===== src/rtl/div_sched_pkg.sv =====
// Shared definitions for the RV32M divide sequencer: M-extension funct3
// codes, the R-type M opcode and the sequencer state encoding.
package div_sched_pkg;

  localparam int unsigned XLEN_DEF  = 32;
  localparam int unsigned CNT_W_DEF = 6;

  // R-type opcode shared by all M-extension instructions
  localparam logic [6:0] INST_TYPE_R_M = 7'b0110011;

  // funct3 codes of the divide/remainder group
  localparam logic [2:0] INST_DIV  = 3'b100;
  localparam logic [2:0] INST_DIVU = 3'b101;
  localparam logic [2:0] INST_REM  = 3'b110;
  localparam logic [2:0] INST_REMU = 3'b111;

  typedef enum logic [1:0] {
    ST_IDLE = 2'd0,
    ST_CALC = 2'd1,
    ST_DONE = 2'd2
  } div_state_e;

endpackage


===== src/rtl/div_sched_core.sv =====
// Unsigned radix-2 restoring divider datapath.
// Ports:
//   clk, rst         : clock, synchronous active-high reset
//   start            : load operands, clear remainder, counter = XLEN
//   step             : perform one restoring iteration
//   dividend_i/divisor_i : unsigned operand magnitudes
//   done_c           : combinational, high on the final iteration
//   quotient_o/remainder_o : current quotient / partial remainder
module div_core
  import div_sched_pkg::*;
#(
  parameter int unsigned XLEN  = 32,
  parameter int unsigned CNT_W = 6
) (
  input  logic            clk,
  input  logic            rst,
  input  logic            start,
  input  logic            step,
  input  logic [XLEN-1:0] dividend_i,
  input  logic [XLEN-1:0] divisor_i,
  output logic            done_c,
  output logic [XLEN-1:0] quotient_o,
  output logic [XLEN-1:0] remainder_o
);

  logic [XLEN-1:0]  rem_q, rem_d;
  logic [XLEN-1:0]  quo_q, quo_d;
  logic [XLEN-1:0]  dvs_q, dvs_d;
  logic [CNT_W-1:0] cnt_q, cnt_d;
  logic [XLEN:0]    rem_shift;
  logic [XLEN:0]    trial;

  // quo_q starts as the dividend and shifts quotient bits in from the right,
  // so its MSB is always the next dividend bit to bring down.
  always_comb begin
    rem_d     = rem_q;
    quo_d     = quo_q;
    dvs_d     = dvs_q;
    cnt_d     = cnt_q;
    rem_shift = {rem_q, quo_q[XLEN-1]};
    trial     = rem_shift - {1'b0, dvs_q};
    if (start) begin
      rem_d = '0;
      quo_d = dividend_i;
      dvs_d = divisor_i;
      cnt_d = CNT_W'(XLEN);
    end else if (step) begin
      // no borrow: the subtraction fits, keep it and set the quotient bit
      if (!trial[XLEN]) begin
        rem_d = trial[XLEN-1:0];
        quo_d = {quo_q[XLEN-2:0], 1'b1};
      end else begin
        rem_d = rem_shift[XLEN-1:0];
        quo_d = {quo_q[XLEN-2:0], 1'b0};
      end
      cnt_d = cnt_q - CNT_W'(1);
    end
  end

  always_ff @(posedge clk) begin
    if (rst) begin
      rem_q <= '0;
      quo_q <= '0;
      dvs_q <= '0;
      cnt_q <= '0;
    end else begin
      rem_q <= rem_d;
      quo_q <= quo_d;
      dvs_q <= dvs_d;
      cnt_q <= cnt_d;
    end
  end

  assign done_c      = step && (cnt_q == CNT_W'(1));
  assign quotient_o  = quo_q;
  assign remainder_o = rem_q;

endmodule


===== src/rtl/div_sched.sv =====
// Execute-stage sequencer for DIV/DIVU/REM/REMU on an iterative divider.
// Ports:
//   clk, rst_n        : clock, synchronous reset (active-high despite name)
//   req_valid_i, funct3_i, dividend_i, divisor_i, rd_i : request from ex
//   flush_i           : kills the in-flight op
//   req_ready_o       : high in IDLE
//   busy_o            : op in flight (CALC or DONE)
//   hold_flag_o       : combinational pipeline hold (accept cycle and CALC)
//   result_valid_o, rd_wr_en_o, rd_o, result_o : one-cycle writeback
module div_sched
  import div_sched_pkg::*;
#(
  parameter int unsigned XLEN  = 32,
  parameter int unsigned CNT_W = 6
) (
  input  logic            clk,
  input  logic            rst_n,
  input  logic            req_valid_i,
  output logic            req_ready_o,
  input  logic [2:0]      funct3_i,
  input  logic [XLEN-1:0] dividend_i,
  input  logic [XLEN-1:0] divisor_i,
  input  logic [4:0]      rd_i,
  input  logic            flush_i,
  output logic            busy_o,
  output logic            hold_flag_o,
  output logic            result_valid_o,
  output logic            rd_wr_en_o,
  output logic [4:0]      rd_o,
  output logic [XLEN-1:0] result_o
);

  localparam logic [XLEN-1:0] INT_MIN = {1'b1, {(XLEN-1){1'b0}}};

  div_state_e      state_q, state_d;
  logic [4:0]      rd_q, rd_d;
  logic            q_neg_q, q_neg_d;
  logic            r_neg_q, r_neg_d;
  logic            is_rem_q, is_rem_d;
  logic            special_q, special_d;
  logic [XLEN-1:0] spec_res_q, spec_res_d;

  logic            accept, signed_op, is_rem, div_zero, ovf, special;
  logic            core_start, core_step, core_done;
  logic [XLEN-1:0] a_mag, b_mag, spec_res, quo, rem, core_res, res;

  // Request decode, operand magnitudes and special-case bypass
  always_comb begin
    accept    = (state_q == ST_IDLE) && req_valid_i && !flush_i;
    signed_op = (funct3_i == INST_DIV) || (funct3_i == INST_REM);
    is_rem    = (funct3_i == INST_REM) || (funct3_i == INST_REMU);
    a_mag     = (signed_op && dividend_i[XLEN-1]) ? -dividend_i : dividend_i;
    b_mag     = (signed_op && divisor_i[XLEN-1])  ? -divisor_i  : divisor_i;
    div_zero  = (divisor_i == '0);
    ovf       = signed_op && (dividend_i == INT_MIN) && (divisor_i == '1);
    special   = div_zero || ovf;
    // x/0: q = all ones, r = x;  INT_MIN/-1: q = INT_MIN (the dividend), r = 0
    if (div_zero) spec_res = is_rem ? dividend_i : '1;
    else          spec_res = is_rem ? '0 : dividend_i;
    core_start = accept && !special;
    core_step  = (state_q == ST_CALC);
  end

  // Next state and operation latches
  always_comb begin
    state_d    = state_q;
    rd_d       = rd_q;
    q_neg_d    = q_neg_q;
    r_neg_d    = r_neg_q;
    is_rem_d   = is_rem_q;
    special_d  = special_q;
    spec_res_d = spec_res_q;
    case (state_q)
      ST_IDLE: begin
        if (accept) begin
          rd_d       = rd_i;
          is_rem_d   = is_rem;
          special_d  = special;
          spec_res_d = spec_res;
          q_neg_d    = (funct3_i == INST_DIV) && (dividend_i[XLEN-1] ^ divisor_i[XLEN-1]);
          r_neg_d    = (funct3_i == INST_REM) && dividend_i[XLEN-1];
          state_d    = special ? ST_DONE : ST_CALC;
        end
      end
      ST_CALC: begin
        if (flush_i)        state_d = ST_IDLE;
        else if (core_done) state_d = ST_DONE;
      end
      ST_DONE: state_d = ST_IDLE;
      default: state_d = ST_IDLE;
    endcase
  end

  always_ff @(posedge clk) begin
    if (rst_n) begin
      state_q    <= ST_IDLE;
      rd_q       <= '0;
      q_neg_q    <= 1'b0;
      r_neg_q    <= 1'b0;
      is_rem_q   <= 1'b0;
      special_q  <= 1'b0;
      spec_res_q <= '0;
    end else begin
      state_q    <= state_d;
      rd_q       <= rd_d;
      q_neg_q    <= q_neg_d;
      r_neg_q    <= r_neg_d;
      is_rem_q   <= is_rem_d;
      special_q  <= special_d;
      spec_res_q <= spec_res_d;
    end
  end

  div_core #(
    .XLEN  (XLEN),
    .CNT_W (CNT_W)
  ) u_core (
    .clk         (clk),
    .rst         (rst_n),
    .start       (core_start),
    .step        (core_step),
    .dividend_i  (a_mag),
    .divisor_i   (b_mag),
    .done_c      (core_done),
    .quotient_o  (quo),
    .remainder_o (rem)
  );

  // Final sign fix-up of the unsigned core result
  always_comb begin
    if (is_rem_q) core_res = r_neg_q ? -rem : rem;
    else          core_res = q_neg_q ? -quo : quo;
    res = special_q ? spec_res_q : core_res;
  end

  // A flush arriving in DONE must swallow the pulse in that same cycle
  assign result_valid_o = (state_q == ST_DONE) && !flush_i;
  assign rd_wr_en_o     = result_valid_o && (rd_q != 5'd0);
  assign rd_o           = result_valid_o ? rd_q : 5'd0;
  assign result_o       = result_valid_o ? res : '0;
  assign req_ready_o    = (state_q == ST_IDLE);
  assign busy_o         = (state_q != ST_IDLE);
  assign hold_flag_o    = (state_q == ST_CALC) || accept;

endmodule


===== config.mk =====
export PLATFORM = sky130hd
export DESIGN_NAME = div_sched
export DESIGN_NICKNAME = d
export VERILOG_FILES = /design/src/rtl/div_sched_pkg.sv /design/src/rtl/div_sched_core.sv /design/src/rtl/div_sched.sv
export SDC_FILE = /design/constraint.sdc
export NUM_CORES = 1
export LEC_CHECK = 0
export CORE_AREA = 2 2 137 152
export CTS_BUF_LIST = sky130_fd_sc_hd__clkbuf_16
export CTS_CLUSTER_SIZE = 8
export DETAILED_ROUTE_END_ITERATION = 12
export DIE_AREA = 0 0 139 154
export GPL_TIMING_DRIVEN = 0
export PLACE_DENSITY = 0.81
export SKIP_CTS_REPAIR_TIMING = 1
export SLEW_MARGIN = 20
export SYNTH_ARGS = -nofsm -noshare
export SYNTH_HDL_FRONTEND = slang
export SYNTH_HIERARCHICAL = 1
export SYNTH_SLANG_ARGS = --single-unit

===== constraint.sdc =====
create_clock -name clk -period 4.2 [get_ports clk]
set_input_delay 1.26 -clock clk [delete_from_list [all_inputs] [get_ports clk]]
set_output_delay 1.26 -clock clk [all_outputs]
set_load 0.02 [all_outputs]

### Word level (Yosys, flattened, before mapping)

Index checks and enable logic that the tools add are counted.
W data, S select, Z words.

| storage, ports and cells | value |
|---|---|
| latch bits | 0 |
| memory bits (read-only) | 0 |
| RAM bits | 0 |
| memories kept | 0 |
| flip-flop bits (word level) | 145 |

| operators by class | value |
|---|---|
| reduce and logical (&&, ||, !) cells | 26 |
| magnitude comparators | 0 |
| bitwise gates (word level) | 1 |
| $mul | 0 |
| shift-type cells | 0 |
| div/mod/pow operators | 0 |
| equality and inequality tests | 10 |
| multiplexer cells | 22 |
| add/sub/neg operators | 6 |

Operators with widths:

| operator | number |
|---|---|
| $mux W32 | 13 |
| $neg A32 Y32 | 4 |
| $eq A32 B32 Y1 const B | 2 |
| $sub A33 B32 Y33 | 1 |
| $logic_not A32 Y1 | 1 |
| $logic_and A1 B1 Y1 | 12 |
| $mux W6 | 2 |
| $eq A3 B3 Y1 const B | 3 |
| $mux W2 | 4 |
| $eq A6 B1 Y1 const B | 1 |
| $sub A6 B1 Y6 const B | 1 |
| $mux W5 | 1 |
| $reduce_bool A5 Y1 | 1 |
| $logic_or A1 B1 Y1 | 4 |
| $pmux W2 S2 | 1 |
| $reduce_and A2 Y1 | 2 |
| $reduce_bool A2 Y1 | 2 |
| $ne A3 B3 Y1 const B | 1 |
| $eq A2 B1 Y1 const B | 1 |
| $eq A2 B2 Y1 const B | 1 |
| $logic_not A1 Y1 | 2 |
| $logic_not A2 Y1 | 1 |
| $ne A2 B1 Y1 const B | 1 |
| $reduce_or A2 Y1 | 1 |
| other kinds (2) | 2 |

### Depth between registers and ports, before layout

Gate-level depths: netlist of run 1.

| logic depth | value |
|---|---|
| depth in word-level cells | 8 |
| mapped depth | 13 |
| gate-level depth less buffers | 11 |

### By module

Netlist of run 1, hierarchy kept.

By module, submodules not included:

| module | area each (µm²) | times used | cells each |
|---|---|---|---|
| div_core | 6022.0 | 1 | 736 |
| div_sched | 5461.5 | 1 | 808 |

### Worst setup path before layout of run 1

Ideal clock, no wire load.

| path | value |
|---|---|
| path kind | register to output |
| from | reg u_core.quo_q[1] (netlist: u_core/quotient_o[1]) |
| to | out result_o[22] |
| required time | 2940 ps |
| data arrival time | 2812 ps |
| buffers on the path | 1 |
| slack | 128 ps |
| stages on the path, launching flop included | 10 |
| path through | dfxtp_1 inv_1 ha_1 or3b_1 or4_1 buf_2 or4_1 o21ai_1 xor2_1 a221oi_1 |

| between the ends | value |
|---|---|
| cells in the longest elaborated chain, start to end | 5 |

RTL lines:

| item | line | text |
|---|---|---|
| start, declared | div_sched_core.sv:27 | `logic [XLEN-1:0] quo_q, quo_d;` |
| start signal, assigned | div_sched_core.sv:68 | `quo_q <= quo_d;` |
| $neg A32 Y32 | div_sched.sv:132 | `else core_res = q_neg_q ? -quo : quo;` |
| $mux W32 | div_sched.sv:132 |  |
| $mux W32 | div_sched.sv:131 | `if (is_rem_q) core_res = r_neg_q ? -rem : rem;` |
| $mux W32 | div_sched.sv:133 | `res = special_q ? spec_res_q : core_res;` |
| $mux W32 | div_sched.sv:140 | `assign result_o = result_valid_o ? res : '0;` |
| end, declared | div_sched.sv:30 | `output logic [XLEN-1:0] result_o` |

No other way between the ends.

### Worst setup path in the final report of run 1

| path | value |
|---|---|
| from | reg is_rem_q |
| to | out result_o[29] |

| between the ends | value |
|---|---|
| cells in the longest elaborated chain, start to end | 3 |

RTL lines:

| item | line | text |
|---|---|---|
| start, declared | div_sched.sv:39 | `logic is_rem_q, is_rem_d;` |
| start signal, assigned | div_sched.sv:108 | `is_rem_q <= is_rem_d;` |
| $mux W32 | div_sched.sv:131 |  |
| $mux W32 | div_sched.sv:133 |  |
| $mux W32 | div_sched.sv:140 |  |

No other way between the ends.

==> results of run 1 <==
## worst paths after layout
kind / depth (start not counted) / end / slack [ns] / start
hold / removal: 2 / rd_q[4] / 0.46 / rd_q[4]
setup reg to reg: 9 / state_q[1] / 0.41 / state_q[1]
setup / recovery: 8 / result_o[29] / -0.23 / is_rem_q
hold reg to reg: 2 / rd_q[4] / 0.46 / rd_q[4]
## cells in the mapped netlist (all sizes together) (3+ instances only)
master,instances,area share (%)
a311oi,3,0.23
xnor2,74,5.6
and2,12,0.65
o32a,3,0.26
nor2b,4,0.22
and3,3,0.16
ha,39,4.2
a21boi,4,0.26
inv,64,2.1
or3,13,0.75
a31oi,9,0.49
o41ai,13,0.99
or4,15,1.1
nor4b,4,0.44
o31a,3,0.24
o31ai,23,1.5
nand3b,7,0.46
a21o,11,0.72
o21bai,4,0.26
o21ai,125,5.5
a211oi,49,3.3
dfxtp,145,25
o221ai,7,0.53
nor2,208,6.8
a221oi,7,0.59
buf,19,0.86
o2111ai,3,0.23
or2,3,0.16
nand2b,15,0.82
nor4,22,1.3
o211ai,11,0.72
clkbuf,82,2.7
nand4b,4,0.31
a21oi,175,7.7
nor3,36,1.6
mux2i,93,8.1
nand3,34,1.5
o21a,5,0.33
nand4,14,0.76
nand2,87,2.9
a31o,3,0.23
xor2,66,5.2
## power groups by stage
stage	combinational (mW)	clock, mW	sequential, mW
after floorplan	1.12	0	1.55
after global placement	1.48	0	1.58
after detailed placement	1.51	0	1.59
after CTS	1.52	1.56	1.56
after global routing	1.76	1.63	1.58
final	1.64	1.56	1.57
## layer usage
| metal | share of wire [%] | wire length, um |
|---|---|---|
| met2 | 46 | 18200 |
| met5 | 0 | 0 |
| met1 | 38 | 15000 |
| met3 | 9.4 | 3700 |
| met4 | 5.8 | 2270 |
## cells by family after synthesis
family	count (synthesis)
XOR/XNOR	140
adder cells (fa/ha/maj)	40
AO/OA/AOI/OAI	472
AND/OR/NAND/NOR	486
buffers and inverters	166
flip-flops	145
multiplexers	95
## registers in the layout (all words and copies together) (netlist names)
signal,cells
r_neg_q,1
is_rem_q,1
spec_res_q,32
u_core/cnt_q,6
state_q,2
q_neg_q,1
u_core/quotient_o,32
u_core/dvs_q,32
special_q,1
rd_q,5
u_core/remainder_o,32
## worst min-delay path: stages, from the launching register on
cell,delay (ns)
dfxtp_1,0.31
nand2_1,0.05
a21oi_1,0.05
## metrics by stage
step / hold slack (ns) / cell area, sq um / cells / power (mW) / setup TNS, ns
2_1_floorplan: 0.444 / 11500 / 1544 / 2.67 / 0
3_3_place_gp: 0.454 / 13000 / 1912 / 3.07 / -119.02
3_5_place_dp: 0.458 / 13000 / 1912 / 3.09 / -123.05
4_1_cts: 0.466 / 13600 / 1944 / 4.64 / -76.76
5_1_grt: 0.501 / 14000 / 1957 / 4.97 / -1.79
6_report: 0.465 / 14000 / 1957 / 4.77 / -0.736
## layout make-up
class	instances	area (sq um)	share of cell area, %
Multi-Input combinational cell	1233	8200	58.5
Inverter	65	253	1.80
Tap cell	252	315	2.25
Clock buffer	17	425	3.03
Timing Repair Buffer	130	1300	9.26
Sequential cell	145	2910	20.8
Clock inverter	15	166	1.19
Buffer	100	448	3.19
==> metrics.md, run 1 <==
| Metric | Value |
|---|---|
| Die Wd | 139 um |
| Util after Layout | 71.1% |
| Leak pwr | 5.53 nW |
| Final Cycle Share | 105% |
| Status | finished with violations |
| Ant diodes | 0 |
| Residual DRC | 0 |
| Skew final | 0.00999 ns |
| Yosys cell types | 80 |
| Peak VDD IR | 0.307 mV |
| Largest family of logic cells by synthesized area | compound AO/OA/AOI/OAI gates |
| CP Launch Type | flip-flop |
| IO Port Bufs | 116 |
| Endpoint type of the worst setup path | output pin |
| Synth Instances | 1544 |
| Clk sink count | 145 |
| Vias | 12400 |
| Hold WC Path Type | reg -> reg |
| Initial antenna violation count | 0 |
| # rows | 54 |
| Number of global-route vias before repair | 11400 |
| Adder-cell area share of the yosys netlist | 4.42% |
| Pwr Density | 341 nW/um^2 |
| CTS tree | built |
| Drt pass-1 iters | 5 |
| Pre-CTS setup slack | -1.21 ns |
| Internal Power | 3.07 mW |
| DRT iter0 DRCs | 1420 |
| Failing checks | negative setup slack |
| Initial Util | 58.2% |
| Layout Nets | 1808 |
| Met1 usage | 41.5% |
| Buf/Inv on CP | 2 |
| FFs w/ async S/R, synth | 0% |
| I/O Pins | 118 |
| GPL Wtd Cong | 1.03 |
| RSZ-0062 raised after global routing | yes |
| XOR/XNOR Fraction of Synth Area | 10.8% |
| Final Hold Viols | 0 |
| Commonest cells after routing, fill and taps aside | 205 x nor2_1, 171 x a21oi_1, 140 x dfxtp_1, 105 x o21ai_0, 93 x mux2i_1 |
| Sequential cell area fraction in the yosys report | 25.3% |
| Max stage delay on crit path | 0.63 ns |
| Layout cell share with drive strength beyond 1 | 9.15% |
| Total gr overflow | 0 |
| Crit path kind | reg -> out |
| Largest net degree at the start of global routing | 17 |
| Worst endpoint data arrival time | 3.17 ns |
| CP max FO | 10 |
| Post-Syn Area | 11500 sq um |
| CORE AREA | 19700 sq um |
| H-tree levels | 4 |
| Clock Path Buffers | 2 |
| Worst-Skew Late Latency | 0.44 ns |
| Fmax | 226 MHz |
| Top Family by Delay on Critical Path | buffers and inverters |
| Syn_nets | 1660 |
| Register bit total from synthesis | 145 |
| CTS Root Cell | clkbuf_16 |
| Slowest CP cell | clkdlybuf4s50_1 |
| DR WL/cell | 20.0 um |
| Synthesis Warnings | 6 |
| Req. time, crit path | 2.94 ns |
| Power share of the clock group | 32.8% |
| Simple-gate share of the synthesized area | 20.2% |
| Sw Ratio | 35.6% |
| Final setup fails | 6 |
| First-pass GRT wire length | 59600 um |
| Die height | 154 um |
| Post-DRT Antenna Nets | 0 |
| Final worst setup slack | -0.231 ns |
| Post-synth EDFFs | 0 |
| Via density | 6.36 |
| CTS clk-pin slew, worst paths | 0.06 ns |
| Dominant synthesized flop cell | dfxtp_1 |
| Most used routing layer | met2 |
| Sequential Power Share | 32.9% |
| Final WL | 39200 um |
| Detail Placement HPWL | 29000 um |
| Fillers | 1673 |
| Final min period | 4.43 ns |
| Mapped Avg Cell Area | 7.44 sq um |
| Max Slew Vio Count | 0 |
| Synth Area in Compound Gates | 25.2% |
| Most common cell after layout, fill and taps aside | nor2_1 |
| Die area | 21400 sq um |
| Logic pwr share | 34.3% |
| M2 GR Usage | 58.7% |
| Met3 Usage GRT | 6.48% |
| Worst Max-Slew Pin Slew | 1.15 ns |
| GRT Overall Usage | 34.6% |
| CP Cell Sequence | clkbuf_1 > nor2_1 > and2_1 > o311a_2 > a31oi_1 > o2111ai_1 > a21oi_1 > clkdlybuf4s50_1 |
| Max-cap viol count | 0 |
| Slew headroom | 23.3% |
| Sw power | 1.70 mW |
| Num CTS Buffers | 17 |
| Area grow syn2layout | 22.1% |
| Mux share of post-synthesis cell area | 8.30% |
No activity file was read; power rests on OpenSTA's default activity.
==> inputs of run 2 (changes only) <==
Settings changed: CORE_AREA 2 2 137 152 to 2 2 158 175, DIE_AREA 0 0 139 154 to 0 0 160 177, PLACE_DENSITY 0.81 to 0.64, SKIP_CTS_REPAIR_TIMING 1 to not set.
==> run 2 against run 1 <==
Effect of this change:
- the flow still finishes with violations (negative setup slack)
- wire length up 3.1%
- global-route usage down 6.5 points
- non-clock buffer count up 2
- worst hold slack better by 0.010 ns
- clock skew up 0.0027 ns
- via count down 3.7%
- critical path type unchanged
- critical endpoint is now result_o[22]
- largest cell class unchanged
- highest routed layer unchanged
==> metrics.md, run 2 (synthesized netlist as in run 1, its figures left out) <==
| Metric | Value |
|---|---|
| Leak pwr | 5.24 nW (-5.2%) |
| Layout Nets | 1810 (+0.11%) |
| Die height | 177 um (+15%) |
| Post-DRT Antenna Nets | 0 (unchanged) |
| Fillers | 2685 (+60%) |
| Die area | 28300 sq um (+32%) |
| CP Launch Type | flip-flop |
| Reg2reg start | u_core/remainder_o[8] |
| Pwr Density | 334 nW/um^2 (-1.8%) |
| Most common cell after layout, fill and taps aside | nor2_1 |
| Status | finished with violations |
| Final Hold Viols | 0 (unchanged) |
| Failing checks | negative setup slack |
| CTS clk-pin slew, worst paths | 0.07 ns (about the same) |
| H-tree levels | 4 (unchanged) |
| Hold path start | rd_q[1] |
| First-pass GRT wire length | 63400 um (+6.4%) |
| Endpoint type of the worst setup path | output pin |
| Final setup fails | 4 (-2) |
| CORE AREA | 26600 sq um (+35%) |
| Die Wd | 160 um (+15%) |
| CTS Root Cell | clkbuf_16 |
| Cells after DPL | 2017 (+5.5%) |
| Final min period | 4.39 ns (-0.0361 ns) |
| # rows | 63 (+17%) |
| Worst endpoint data arrival time | 3.13 ns (-0.04 ns) |
| Commonest cells after routing, fill and taps aside | 206 x nor2_1, 169 x a21oi_1, 137 x dfxtp_1, 101 x o21ai_0, 93 x mux2i_1 |
| Initial antenna violation count | 0 (unchanged) |
| Clock Path Buffers | 2 (unchanged) |
| GRT Overall Usage | 28.2% (-6.5 points) |
| Skew final | 0.0127 ns (+0.00275 ns) |
| Top Family by Delay on Critical Path | simple AND/OR/NAND/NOR gates |
| Slew headroom | 48.8% (+26 points) |
| DR WL/cell | 19.6 um (-2.3%) |
| Max-cap viol count | 0 (unchanged) |
| Final worst setup slack | -0.195 ns (+0.0361 ns) |
| RSZ-0062 raised after global routing | yes |
| IO Port Bufs | 116 (unchanged) |
| Total gr overflow | 0 (unchanged) |
| Via density | 5.81 (-8.7%) |
| Worst Max-Slew Pin Slew | 0.766 ns (-0.385 ns) |
| Non-filler cells in the finished layout | 2064 (+5.5%) |
| Slowest CP cell | or4_4 |
| Ant diodes | 0 (unchanged) |
| Initial Util | 43.1% (-15 points) |
| I/O Pins | 118 (unchanged) |
| WHS Path Cells | 2 (unchanged) |
| Final Power | 4.72 mW (-1.2%) |
| Hold WC Path Type | reg -> reg |
| Final WL | 40400 um (+3.1%) |
| Area grow syn2layout | 22.9% |
| Hold endpoint | rd_q[1] |
| Num CTS Buffers | 17 (unchanged) |
| Vias | 12000 (-3.7%) |
| CP Cell Sequence | inv_2 > ha_4 > or3b_4 > or4_4 > or4_4 > o21ai_2 > xor2_1 > a221oi_2 > buf_4 |
| Number of global-route vias before repair | 11600 (+2.1%) |
| Max Slew Vio Count | 0 (unchanged) |
| Final Cycle Share | 105% (-0.86 points) |
| Worst-Skew Late Latency | 0.43 ns (about the same) |
| CP max FO | 5 (-5) |
| Peak VDD IR | 0.271 mV (-12%) |
| Clk sink count | 145 (unchanged) |
| CP most frequent cell | or4_4 |
| FF-to-FF setup slack | 0.68 ns (+0.27 ns) |
| GPL Wtd Cong | 0.971 (-5.3%) |
| Max stage delay on crit path | 0.53 ns (-0.10 ns) |
| Largest net degree at the start of global routing | 17 (unchanged) |
| Crit path kind | reg -> out |
| Fmax | 228 MHz (+0.82%) |
| Register-to-Register Path Depth | 11 (+2) |
| DRT iter0 DRCs | 935 (-34%) |
| Drt pass-1 iters | 6 (+1) |
| Residual DRC | 0 (unchanged) |
| Buf/Inv on CP | 2 (unchanged) |
| Detail Placement HPWL | 31000 um (+6.9%) |
| Layout cell share with drive strength beyond 1 | 10.3% (+1.1 points) |
| Req. time, crit path | 2.94 ns (about the same) |
| FF-to-FF End | u_core/remainder_o[16] |
| CTS tree | built |
[run 2: cell types whose count changed in the layout (fill, tap and decap cells not counted), moves of 3 or more]
cell             previous run  this run
clkbuf_1                   61        57
dlymetal6s2s_1             25         4
o21ai_0                   105       101
clkinv_1                    1         6
dlygate4sd2_1               0        12
clkdlybuf4s15_2             0         4
clkinvlp_4                  4         1
clkbuf_2                   16        22
dfxtp_1                   140       137
[run 2: how the worst max path moves through the flow]
stage                         start                     end  slack, ns  cells past startpoint
6_report       u_core/quotient_o[0]            result_o[22]      -0.19                      9
3_5_place_dp           divisor_i[6]  u_core/remainder_o[29]      -1.35                     12
5_1_grt        u_core/quotient_o[0]            result_o[22]      -0.29                      9
2_1_floorplan  u_core/quotient_o[1]            result_o[22]       0.13                      9
4_1_cts        u_core/quotient_o[0]            result_o[22]      -0.29                     10
3_3_place_gp           divisor_i[6]  u_core/remainder_o[26]      -1.32                     11
[run 2: final cells by class]
| class | count | area [sq um] | share of cell area (%) |
|---|---|---|---|
| Clock buffer | 17 | 425 | 3.01 |
| Buffer | 98 | 447 | 3.17 |
| Tap cell | 357 | 447 | 3.17 |
| Clock inverter | 15 | 126 | 0.896 |
| Sequential cell | 145 | 2920 | 20.7 |
| Inverter | 65 | 249 | 1.76 |
| Timing Repair Buffer | 134 | 1260 | 8.91 |
| Multi-Input combinational cell | 1233 | 8240 | 58.4 |
[run 2: power breakdown]
part	internal (mW)	switching [mW]	total, mW
registers	1.46	0.114	1.57
clock network	0.858	0.622	1.48
logic	0.704	0.961	1.67
total	3.02	1.70	4.72
[run 2: through the flow]
step           util (%)  worst slack [ns]  TNS, ns  hold WS (ns)  instance area (sq um)
3_5_place_dp       49.1             -1.35  -141.57         0.472                  13100
2_1_floorplan         -             0.128        0         0.444                  11500
3_3_place_gp       49.1             -1.32  -136.71         0.459                  13100
4_1_cts            52.2            -0.287   -0.838         0.481                  13900
6_report           53.0            -0.195   -0.299         0.475                  14100
5_1_grt            53.0            -0.290   -0.855         0.507                  14100
[run 2: worst min-delay path, delay by kind of cell, from the launching register on]
kind	cells	cell delay, ns
and+or+nand+nor	1	0.05
DFF	1	0.32
AOI/OAI and AO/OA	1	0.05
[run 2: per-layer routing]
metal	wire, um	vias up	GRT usage [%]	part of all wire (%)
met3	2630	84	4.03	6.5
met4	1360	0	10.8	3.4
met2	19600	420	49.9	49
li1	-	5858	-	-
met5	0	-	0	0
met1	16800	5621	34.7	42
[run 2: timing repair]
action,CTS,global route
setup buffers,9,9
resized for setup,149,72
endpoints found under the setup margin,142,112
hold buffers,0,0
pin swaps,11,13
